## src/rtl/serial_add_ctrl_if.sv

```systemverilog
// serial_add_ctrl_if
//   Bundles every non-clock/reset signal of serial_add_ctrl.
//   Handshakes (both directions use the same rule):
//     a transfer happens on a rising CLK edge where VALID and READY are both 1;
//     the controller raises IN_READY only in IDLE and OUT_VALID only in HOLD,
//     and neither depends combinationally on the partner's VALID/READY.
//   Ports (from the controller's side, modport slave):
//     IN_VALID/IN_READY/OPA/OPB     operand request channel
//     OUT_VALID/OUT_READY/RESULT/CARRY  result channel
//     BUSY                          high in every state except IDLE
//     SA_CLR_N/SA_A/SA_B            drive the bit-serial adder
//     SA_SUM/SA_COUT                registered outputs of the adder
//     DBG_STATE                     current controller state encoding
//   modport master is the requester/adder side.
interface serial_add_ctrl_if #(
    parameter int WIDTH = 8
);
    logic             IN_VALID;
    logic             IN_READY;
    logic [WIDTH-1:0] OPA;
    logic [WIDTH-1:0] OPB;
    logic             OUT_VALID;
    logic             OUT_READY;
    logic [WIDTH-1:0] RESULT;
    logic             CARRY;
    logic             BUSY;
    logic             SA_CLR_N;
    logic             SA_A;
    logic             SA_B;
    logic             SA_SUM;
    logic             SA_COUT;
    logic [2:0]       DBG_STATE;

    modport slave (
        input  IN_VALID, OPA, OPB, OUT_READY, SA_SUM, SA_COUT,
        output IN_READY, OUT_VALID, RESULT, CARRY, BUSY,
               SA_CLR_N, SA_A, SA_B, DBG_STATE
    );

    modport master (
        output IN_VALID, OPA, OPB, OUT_READY, SA_SUM, SA_COUT,
        input  IN_READY, OUT_VALID, RESULT, CARRY, BUSY,
               SA_CLR_N, SA_A, SA_B, DBG_STATE
    );
endinterface

```

## src/rtl/serial_add_ctrl.sv

```systemverilog
// serial_add_ctrl
//   Sequencer for a bit-serial adder (1-bit full adder, registered SUM/COUT,
//   async active-low clear). Accepts a WIDTH-bit operand pair, clears the
//   adder carry for one cycle, streams the operands LSB-first, collects the
//   registered sum stream and presents {CARRY,RESULT} = OPA+OPB.
//   States: IDLE -> CLEAR (1) -> SHIFT (WIDTH) -> DRAIN (1) -> HOLD.
//   Ports:
//     CLK  rising-edge clock
//     RST  asynchronous, active-low reset
//     bus  serial_add_ctrl_if.slave (handshakes, result, adder link, debug)
module serial_add_ctrl #(
    parameter int WIDTH = 8
) (
    input  logic             CLK,
    input  logic             RST,
    serial_add_ctrl_if.slave bus
);
    localparam int CW = (WIDTH > 2) ? $clog2(WIDTH) : 1;

    typedef enum logic [2:0] {
        S_IDLE  = 3'd0,
        S_CLEAR = 3'd1,
        S_SHIFT = 3'd2,
        S_DRAIN = 3'd3,
        S_HOLD  = 3'd4
    } state_t;

    state_t state, state_nx;

    logic [WIDTH-1:0] sr_a, sr_b;
    // Holds sum bits 0..WIDTH-2; bit WIDTH-1 arrives directly in DRAIN.
    logic [WIDTH-2:0] sr_sum;
    logic [WIDTH-1:0] result_q;
    logic             carry_q;
    logic             clr_n_q;
    logic [CW-1:0]    cnt;

    logic accept;
    logic last_bit;
    logic in_ready, out_valid, busy, sa_a, sa_b;

    assign accept   = (state == S_IDLE) && bus.IN_VALID;
    assign last_bit = (cnt == CW'(WIDTH - 1));

    // State register
    always_ff @(posedge CLK or negedge RST) begin
        if (!RST) state <= S_IDLE;
        else      state <= state_nx;
    end

    // Next-state logic
    always_comb begin
        state_nx = state;
        case (state)
            S_IDLE:  if (bus.IN_VALID) state_nx = S_CLEAR;
            S_CLEAR: state_nx = S_SHIFT;
            S_SHIFT: if (last_bit) state_nx = S_DRAIN;
            S_DRAIN: state_nx = S_HOLD;
            S_HOLD:  if (bus.OUT_READY) state_nx = S_IDLE;
            default: state_nx = S_IDLE;
        endcase
    end

    // Output logic
    always_comb begin
        in_ready  = 1'b0;
        out_valid = 1'b0;
        busy      = 1'b1;
        sa_a      = 1'b0;
        sa_b      = 1'b0;
        case (state)
            S_IDLE: begin
                busy     = 1'b0;
                // Stays low while RST is held, even though state reads IDLE.
                in_ready = RST;
            end
            S_SHIFT: begin
                sa_a = sr_a[0];
                sa_b = sr_b[0];
            end
            S_HOLD:  out_valid = 1'b1;
            default: ;
        endcase
    end

    // Datapath registers
    always_ff @(posedge CLK or negedge RST) begin
        if (!RST) begin
            sr_a     <= '0;
            sr_b     <= '0;
            sr_sum   <= '0;
            result_q <= '0;
            carry_q  <= 1'b0;
            cnt      <= '0;
            // Keeps the adder cleared together with the controller.
            clr_n_q  <= 1'b0;
        end else begin
            // Registered clear: low exactly during the CLEAR cycle.
            clr_n_q <= !accept;
            if (accept) begin
                sr_a <= bus.OPA;
                sr_b <= bus.OPB;
                cnt  <= '0;
            end
            if (state == S_SHIFT) begin
                sr_a <= sr_a >> 1;
                sr_b <= sr_b >> 1;
                cnt  <= cnt + CW'(1);
                // Adder output lags by one cycle: at k>=1 it carries sum bit k-1.
                if (cnt != '0)
                    sr_sum <= (WIDTH-1)'({bus.SA_SUM, sr_sum} >> 1);
            end
            if (state == S_DRAIN) begin
                result_q <= {bus.SA_SUM, sr_sum};
                carry_q  <= bus.SA_COUT;
            end
        end
    end

    assign bus.IN_READY  = in_ready;
    assign bus.OUT_VALID = out_valid;
    assign bus.BUSY      = busy;
    assign bus.SA_A      = sa_a;
    assign bus.SA_B      = sa_b;
    assign bus.SA_CLR_N  = clr_n_q;
    assign bus.RESULT    = result_q;
    assign bus.CARRY     = carry_q;
    assign bus.DBG_STATE = state;
endmodule

```

## src/flat_wrapper.sv

```systemverilog
// flat-port wrapper written by rule: the top's interface ports become plain ports
module serial_add_ctrl_flat 
#(
    parameter int WIDTH = 8
)
  (CLK, RST, bus_IN_VALID, bus_OPA, bus_OPB, bus_OUT_READY, bus_SA_SUM, bus_SA_COUT, bus_IN_READY, bus_OUT_VALID, bus_RESULT, bus_CARRY, bus_BUSY, bus_SA_CLR_N, bus_SA_A, bus_SA_B, bus_DBG_STATE);
  serial_add_ctrl_if #(.WIDTH(WIDTH)) bus_i ();
  input  logic CLK;
  input  logic RST;
  input wire logic [$bits(bus_i.IN_VALID)-1:0] bus_IN_VALID;
  input wire logic [$bits(bus_i.OPA)-1:0] bus_OPA;
  input wire logic [$bits(bus_i.OPB)-1:0] bus_OPB;
  input wire logic [$bits(bus_i.OUT_READY)-1:0] bus_OUT_READY;
  input wire logic [$bits(bus_i.SA_SUM)-1:0] bus_SA_SUM;
  input wire logic [$bits(bus_i.SA_COUT)-1:0] bus_SA_COUT;
  output wire logic [$bits(bus_i.IN_READY)-1:0] bus_IN_READY;
  output wire logic [$bits(bus_i.OUT_VALID)-1:0] bus_OUT_VALID;
  output wire logic [$bits(bus_i.RESULT)-1:0] bus_RESULT;
  output wire logic [$bits(bus_i.CARRY)-1:0] bus_CARRY;
  output wire logic [$bits(bus_i.BUSY)-1:0] bus_BUSY;
  output wire logic [$bits(bus_i.SA_CLR_N)-1:0] bus_SA_CLR_N;
  output wire logic [$bits(bus_i.SA_A)-1:0] bus_SA_A;
  output wire logic [$bits(bus_i.SA_B)-1:0] bus_SA_B;
  output wire logic [$bits(bus_i.DBG_STATE)-1:0] bus_DBG_STATE;
  assign bus_i.IN_VALID = bus_IN_VALID;
  assign bus_i.OPA = bus_OPA;
  assign bus_i.OPB = bus_OPB;
  assign bus_i.OUT_READY = bus_OUT_READY;
  assign bus_i.SA_SUM = bus_SA_SUM;
  assign bus_i.SA_COUT = bus_SA_COUT;
  assign bus_IN_READY = bus_i.IN_READY;
  assign bus_OUT_VALID = bus_i.OUT_VALID;
  assign bus_RESULT = bus_i.RESULT;
  assign bus_CARRY = bus_i.CARRY;
  assign bus_BUSY = bus_i.BUSY;
  assign bus_SA_CLR_N = bus_i.SA_CLR_N;
  assign bus_SA_A = bus_i.SA_A;
  assign bus_SA_B = bus_i.SA_B;
  assign bus_DBG_STATE = bus_i.DBG_STATE;
  serial_add_ctrl #(.WIDTH(WIDTH)) u_core (.CLK(CLK), .RST(RST), .bus(bus_i));
endmodule
```

## config.mk

```make
export PLATFORM = sky130hd
export DESIGN_NAME = serial_add_ctrl_flat
export DESIGN_NICKNAME = d
export VERILOG_FILES = /design/src/rtl/serial_add_ctrl_if.sv /design/src/rtl/serial_add_ctrl.sv /design/src/flat_wrapper.sv
export SDC_FILE = /design/constraint.sdc
export NUM_CORES = 1
export LEC_CHECK = 0
export ABC_AREA = 1
export CORE_ASPECT_RATIO = 0.8
export CORE_UTILIZATION = 50
export DETAILED_ROUTE_END_ITERATION = 16
export MAX_ROUTING_LAYER = met4
export PLACE_DENSITY = 0.79
export SLEW_MARGIN = 10
export SYNTH_ARGS = -nofsm -noshare
export SYNTH_HDL_FRONTEND = slang
export SYNTH_SLANG_ARGS = --single-unit
```

## constraint.sdc

```tcl
create_clock -name CLK -period 1.7 [get_ports CLK]
set_input_delay 0.17 -clock CLK [delete_from_list [all_inputs] [get_ports CLK]]
set_output_delay 0.17 -clock CLK [all_outputs]
set_load 0.02 [all_outputs]
```

Word level (Yosys, flattened, before mapping) --
Index checks and enable logic that the tools add are counted.
Storage, ports and cells: register bits after elaboration 39, output and inout bits 18, logic and storage cells 39
Cells by class: $add $sub $neg 1, equal/unequal tests 8, mux-type cells 15, reduce and logical (&&, ||, !) cells 7
Operators with widths (number):
- $mux 8 | 4
- $mux 3 | 5
- $pmux 3 s5 | 1
- $eq 3x2->1 const B | 2
- $eq 3x3->1 const B | 2
- $mux 1 | 5
- $ne 2x2->1 const B | 2
- $add 3x1->3 const B | 1
- $eq 3x1->1 const B | 1
- $logic_not 3->1 | 1
- $reduce_and 3->1 | 1
- $reduce_bool 3->1 | 1
- $ne 2x1->1 const B | 1
- $reduce_and 2->1 | 1
- $reduce_bool 2->1 | 1
- $logic_and 1x1->1 | 1
- $logic_not 1->1 | 1

Depth between registers and ports, before layout --
Gate-level depths: netlist of run 1.
depth after elaboration 4, mapped depth 6

Worst setup path after synthesis of run 1 --
Ideal clock, no wire load.
path type reg-to-output, start point register u_core.state[0] (netlist: u_core.bus.DBG_STATE[0]), end point output bus_IN_READY, arrival time 1467 ps, required time 1530 ps, setup slack 63 ps, cell stages (with the launch flop) 6, path through dfrtp_1 -> nor2_4 -> buf_6 -> buf_12 -> nand2_1 -> nor2_1
On the way: word-level cells in the longest chain between the ends 2
Ends and longest elaborated chain:
- start, declared | RTL line serial_add_ctrl.sv:28 | state_t state, state_nx;
- start signal, assigned | RTL line serial_add_ctrl.sv:48 | else state <= state_nx;
- $logic_not 3->1 | RTL line serial_add_ctrl.sv:71 | case (state)
- $mux 1 | RTL line serial_add_ctrl.sv:71
- end, declared | RTL line flat_wrapper.sv:16 | output wire logic [$bits(bus_i.IN_READY)-1:0] bus_IN_READY;
Every way passes these cells.

Worst setup path in the final report of run 1 --
start point register u_core.state[1] (netlist: u_core.bus.DBG_STATE[1]), end point output bus_OUT_VALID
On the way: word-level cells in the longest chain between the ends 2
Ends and longest elaborated chain:
- $eq 3x3->1 | RTL line serial_add_ctrl.sv:71
- $mux 1 | RTL line serial_add_ctrl.sv:71
- end, declared | RTL line flat_wrapper.sv:17 | output wire logic [$bits(bus_i.OUT_VALID)-1:0] bus_OUT_VALID;
Every way passes these cells.

==> results of run 1 <==
Yosys cell counts:
| cell | n |
|---|---|
| nand2_1 | 74 |
| buf_6 | 5 |
| nor3_1 | 1 |
| nor2_4 | 1 |
| nand2_2 | 1 |
| buf_12 | 1 |
| inv_4 | 2 |
| o21ai_1 | 3 |
| nand3_1 | 24 |
| nand3_2 | 3 |
| ha_1 | 3 |
| nand3b_1 | 15 |
| o21ai_0 | 11 |
| inv_1 | 36 |
| o21ai_4 | 1 |
| dfrtp_1 | 39 |
| nand2_4 | 1 |
| nor2_1 | 5 |
| buf_4 | 2 |
cell usage in the layout (no fill, tap or decap), types with 5 or more instances in the layout:
master	Yosys	layout
nand3b_1	15	15
buf_4	2	10
inv_1	36	36
o21ai_0	11	11
nand2_1	74	74
clkbuf_8	0	7
dfrtp_1	39	38
clkdlybuf4s50_1	0	33
nor2_1	5	5
nand3_1	24	24
layout make-up:
cell class / instances / area [um^2] / area share (%)
clock buffer: 8 / 100.1 / 4.069
inverter: 38 / 147.6 / 6.002
multi-input combinational: 143 / 716.9 / 29.15
sequential: 39 / 977.2 / 39.73
tap: 42 / 52.55 / 2.136
timing repair buffer: 50 / 465.4 / 18.92
registers in the layout (all words and copies together), names as in the netlist:
signal and count:
u_core.bus.RESULT 8, u_core.cnt 3, u_core.sr_a 8, u_core.sr_b 8, u_core.bus.SA_CLR_N 1, u_core.bus.DBG_STATE 3, u_core.bus.CARRY 1, u_core.sr_sum 7
through the flow:
step                      utilization (%)  worst slack, ps  hold WS (ps)
after CTS                           68.74            44.12         418.4
after global placement              65.37            79.73         271.0
final                               68.98            70.93         423.0
after global routing                68.98            3.397         459.8
after detailed placement            65.37            77.50         280.2
after floorplan                         -            63.10        -125.6
worst max-delay path, cell delays in order (launching register included):
cell and delay [ps]:
dfrtp_2 440, buf_4 150, nor3_1 210, dlygate4sd2_1 380
power groups by stage:
stage | combinational, mW | clock, mW | sequential, mW
6_report | 2.28 | 0.678 | 1.62
5_1_grt | 2.53 | 0.735 | 1.67
4_1_cts | 2.27 | 0.694 | 1.61
3_5_place_dp | 2.23 | 0 | 1.64
3_3_place_gp | 2.19 | 0 | 1.63
2_1_floorplan | 1.51 | 0 | 1.74
metal layers:
metal  vias to the layer above  track usage (%)
li1                        801                -
met1                       769            29.59
met2                        40            34.01
met3                         9            5.124
met4                         0            8.683
met5                         -                -
worst paths after layout:
check                                        start                 endpoint  slack [ps]  cells past startpoint
setup / recovery           u_core.bus.DBG_STATE[1]            bus_OUT_VALID          70                      3
hold / removal                          bus_OPB[7]           u_core.sr_b[7]         420                      3
setup reg to reg           u_core.bus.DBG_STATE[1]           u_core.sr_b[2]         160                      5
hold reg to reg                     u_core.sr_a[5]           u_core.sr_a[5]         480                      2
max in group asynchronous                      RST  u_core.bus.DBG_STATE[1]         810                      3
min in group asynchronous                      RST            u_core.cnt[2]         530                      3
kinds of logic after synthesis:
logic type | Yosys count
simple gates | 125
buf+inv | 46
flops | 39
compound gates | 15
fa+ha+maj | 3
what timing repair did:
item / 4_1_cts / 5_1_grt
endpoints found under the hold margin: 39 / 0
setup endpoints to repair: 6 / 3
pin swaps: 0 / 1
hold buffers: 1 / 0
resized for setup: 6 / 1
buffers inserted: 2 / 1
==> metrics.cfg, run 1 <==
[setup_path]
cp_max_fo=5
critPathLaunchType=flip-flop
crit_type=flip-flop to primary output
required_ps=1530
endpoint_kind=primary output
arrival_ps=1460

[power_and_ir_drop]
seq_power_share_pct=35.3
clockPowerShare_pct=14.8
p_switching_mw=1.924
internal-power_mw=2.649
combPwrFrac_pct=49.9
p_per_area_nw_per_um2=1859
ir_drop_mv=0.9611
p_sw_share_pct=42.08
p_total_mw=4.573
power.static_leakage_nw=1.294

[flow_run]
max_cap_viol_count=0

[clocking]
max-clock-path-buffers=2
htreeDepth=2
cts_buffers=5
clock_sinks=39
insertion_delay_ps=290
cts_tree=built
root_buffer=clkbuf_8
clk_pin_slew_ps=70

[yosys]
synth_top_family_by_area=simple AND/OR/NAND/NOR gates
synth_xor_area_share_pct=0
synth_area_leader_cell=dfrtp_1
synth_area_um2=1932
syn_inst=228
synth_fp_nets=253
synth-simple-area-share_pct=30.70
synthAdderAreaFrac_pct=1.943
ys_seq_area_share_pct=50.52
ys_top_cells_by_area=dfrtp_1 51%, nand2_1 14%, inv_1 7.0%
yosys_warnings=0
synth-compound-area-share_pct=4.469
synth_mux_area_share_pct=0
synth_cell_type_count=19
synth.avg_cell_area_um2=8.473
yosysTopAreaCellShare_pct=50.52
ys_ff_latch=39

[placement]
dpl.hpwl_um=2721
buffer_ports.inserted=39
placed_area_um2=2331
placed_cells=308
gp_congestion=0.8238

[die]
rows=19
coreArea_um2=3566
die_width_um=71.50
die_height_um=57.60
dieArea_um2=4118
boundaryPins=40
start_util_pct=54.18

[route]
via_count=1619
routed_wl_um=3988
drt-met1-wl_um=1893
post_drt_wl_per_cell_um=12.46
drc=0
firstDrtPassIters=4
first_iter_violations=76
ant_nets=0
wl_met3_um=178
wl_met2_um=1834
drt-vias-per-instance=5.059
top_layer_used=met4

[timing]
drv_slew=0
tightest_slew_ps=515.9
maxSlewHeadroom_pct=65.48
timing.final.crit_share_pct=95.83
max_freq_ghz=0.6138
fin_crit_ps=1629
hold_viol=0
fin_worst_skew_ps=8.106
totalNegativeSetupSlack_ps=0
rsz0062_at_grt=false
setup_viol=0

[hold_path]
hold_path.class=input pin to flip-flop

[grt]
grt_pass1_wl_um=6782
antenna_found_initial=0
first_global_vias=1547
grt_start_max_net_pins=40
grt.total_usage_pct=22.40
grt.overflow.total=0

[final_layout]
n_fill_cell=295
antennaDiodeCount=0
drive_gt1_share_pct=10.07
nets=302
final_cell_area_um2=2460
area_growth_pct=27.33
fin_cells=320

[status]
status=complete, no violations

(Power assumes the default switching activity.)
==> run 2, diff against run 1 <==
- CORE_ASPECT_RATIO: 0.8 -> 0.7
==> run 2 against run 1 <==
Net effect: power decreased by 2.3%; worst setup slack got worse by 23 ps; final cell count increased by 2.2%; global-route usage decreased by 1.2 points; design area decreased by 0.46%; clock skew decreased by 5.1 ps; register-to-register slack improved by 110 ps; sequential cell count unchanged.
==> metrics.cfg, run 2 (synthesis results as in run 1) <==
[clocking]
max-clock-path-buffers=2
cts_tree=built
insertion_delay_ps=290
clock_sinks=39
clk_pin_slew_ps=70
root_buffer=clkbuf_8
htreeDepth=2
cts_buffers=5

[grt]
antenna_found_initial=0
grt_pass1_wl_um=6341
grt.total_usage_pct=21.23
first_global_vias=1399
grt_start_max_net_pins=40
grt.overflow.total=0

[timing]
timing.final.crit_share_pct=97.17
drv_slew=0
fin_worst_skew_ps=2.969
hold_viol=0
tightest_slew_ps=490.9
fin_crit_ps=1652
max_freq_ghz=0.6053
holdWs_ps=417.2
rsz0062_at_grt=false
totalNegativeSetupSlack_ps=0
maxSlewHeadroom_pct=67.28
setup_viol=0

[setup_path]
arrival_ps=1480
crit_type=flip-flop to primary output
critPathLaunchType=flip-flop
endpoint_kind=primary output
required_ps=1530
cp_max_fo=4

[route]
via_count=1559
firstDrtPassIters=5
routed_wl_um=3676
drc=0
post_drt_wl_per_cell_um=11.24
first_iter_violations=80
ant_nets=0
drt-vias-per-instance=4.768

[die]
rows=18
dieArea_um2=4120
coreArea_um2=3603
start_util_pct=53.61
die_height_um=54.01
boundaryPins=40
die_width_um=76.30

[power_and_ir_drop]
ir_drop_mv=0.9266
p_per_area_nw_per_um2=1825
power.static_leakage_nw=1.294

[final_layout]
final_cell_mix=74 x nand2_1, 38 x dfrtp_1, 36 x inv_1
drive_gt1_share_pct=9.747
area_growth_pct=26.75
nets=301
antennaDiodeCount=0
final_common_cell=nand2_1

[placement]
dpl.hpwl_um=2613
gp_congestion=0.7641
buffer_ports.inserted=39

[status]
status=complete, no violations

[hold_path]
hold_path.class=input pin to flip-flop

[flow_run]
max_cap_viol_count=0

-- run 2: per-stage QoR --
stage	total power [mW]	cells	utilization (%)	cell area, um^2	worst slack (ps)
floorplan	3.251	228	-	1932	63.10
global placement	3.868	318	65.38	2356	127.7
detailed placement	3.923	318	65.38	2356	111.3
CTS	4.517	327	67.88	2446	21.98
global route	4.861	327	67.95	2449	2.285
finish	4.470	327	67.95	2449	48.04
-- run 2: worst paths after layout --
path | from | to | slack [ps] | cells past startpoint
hold reg to reg | u_core.sr_a[6] | u_core.sr_a[6] | 470 | 2
min in group asynchronous | RST | u_core.sr_sum[3] | 470 | 3
setup / recovery | u_core.bus.DBG_STATE[0] | bus_DBG_STATE[0] | 50 | 2
max in group asynchronous | RST | u_core.bus.DBG_STATE[1] | 860 | 3
hold / removal | bus_OPB[7] | u_core.sr_b[7] | 420 | 3
setup reg to reg | u_core.bus.DBG_STATE[0] | u_core.sr_sum[5] | 270 | 7
-- run 2: critical path: stages, from the launching register on --
cell	delay [ps]
dfrtp_1	430
buf_4	160
clkdlybuf4s50_1	600
-- run 2: layer usage --
| metal | GRT usage [%] | wire length [um] |
|---|---|---|
| met5 | - | 0 |
| met4 | 8.654 | 40 |
| met3 | 4.576 | 119 |
| met2 | 33.93 | 1624 |
| met1 | 26.91 | 1891 |
-- run 2: final cells by class --
cell class / count / area, um^2
multi-input combinational: 143 / 716.9
inverter: 38 / 147.6
clock buffer: 6 / 72.57
clock inverter: 2 / 12.51
tap: 50 / 62.56
fill: 316 / 1155
timing repair buffer: 49 / 459.2
sequential: 39 / 977.2
-- run 2: what timing repair did --
action                                 CTS  global route
endpoints found under the hold margin   39             0
buffers inserted                         0             0
gates resized for setup                  6             1
pin swaps                                0             0
hold buffers                             1             0
setup endpoints to repair                6             1
-- run 2: report_power, final --
part	switching [mW]	internal (mW)
logic	1.33	0.914
registers	0.263	1.35
clock network	0.323	0.287
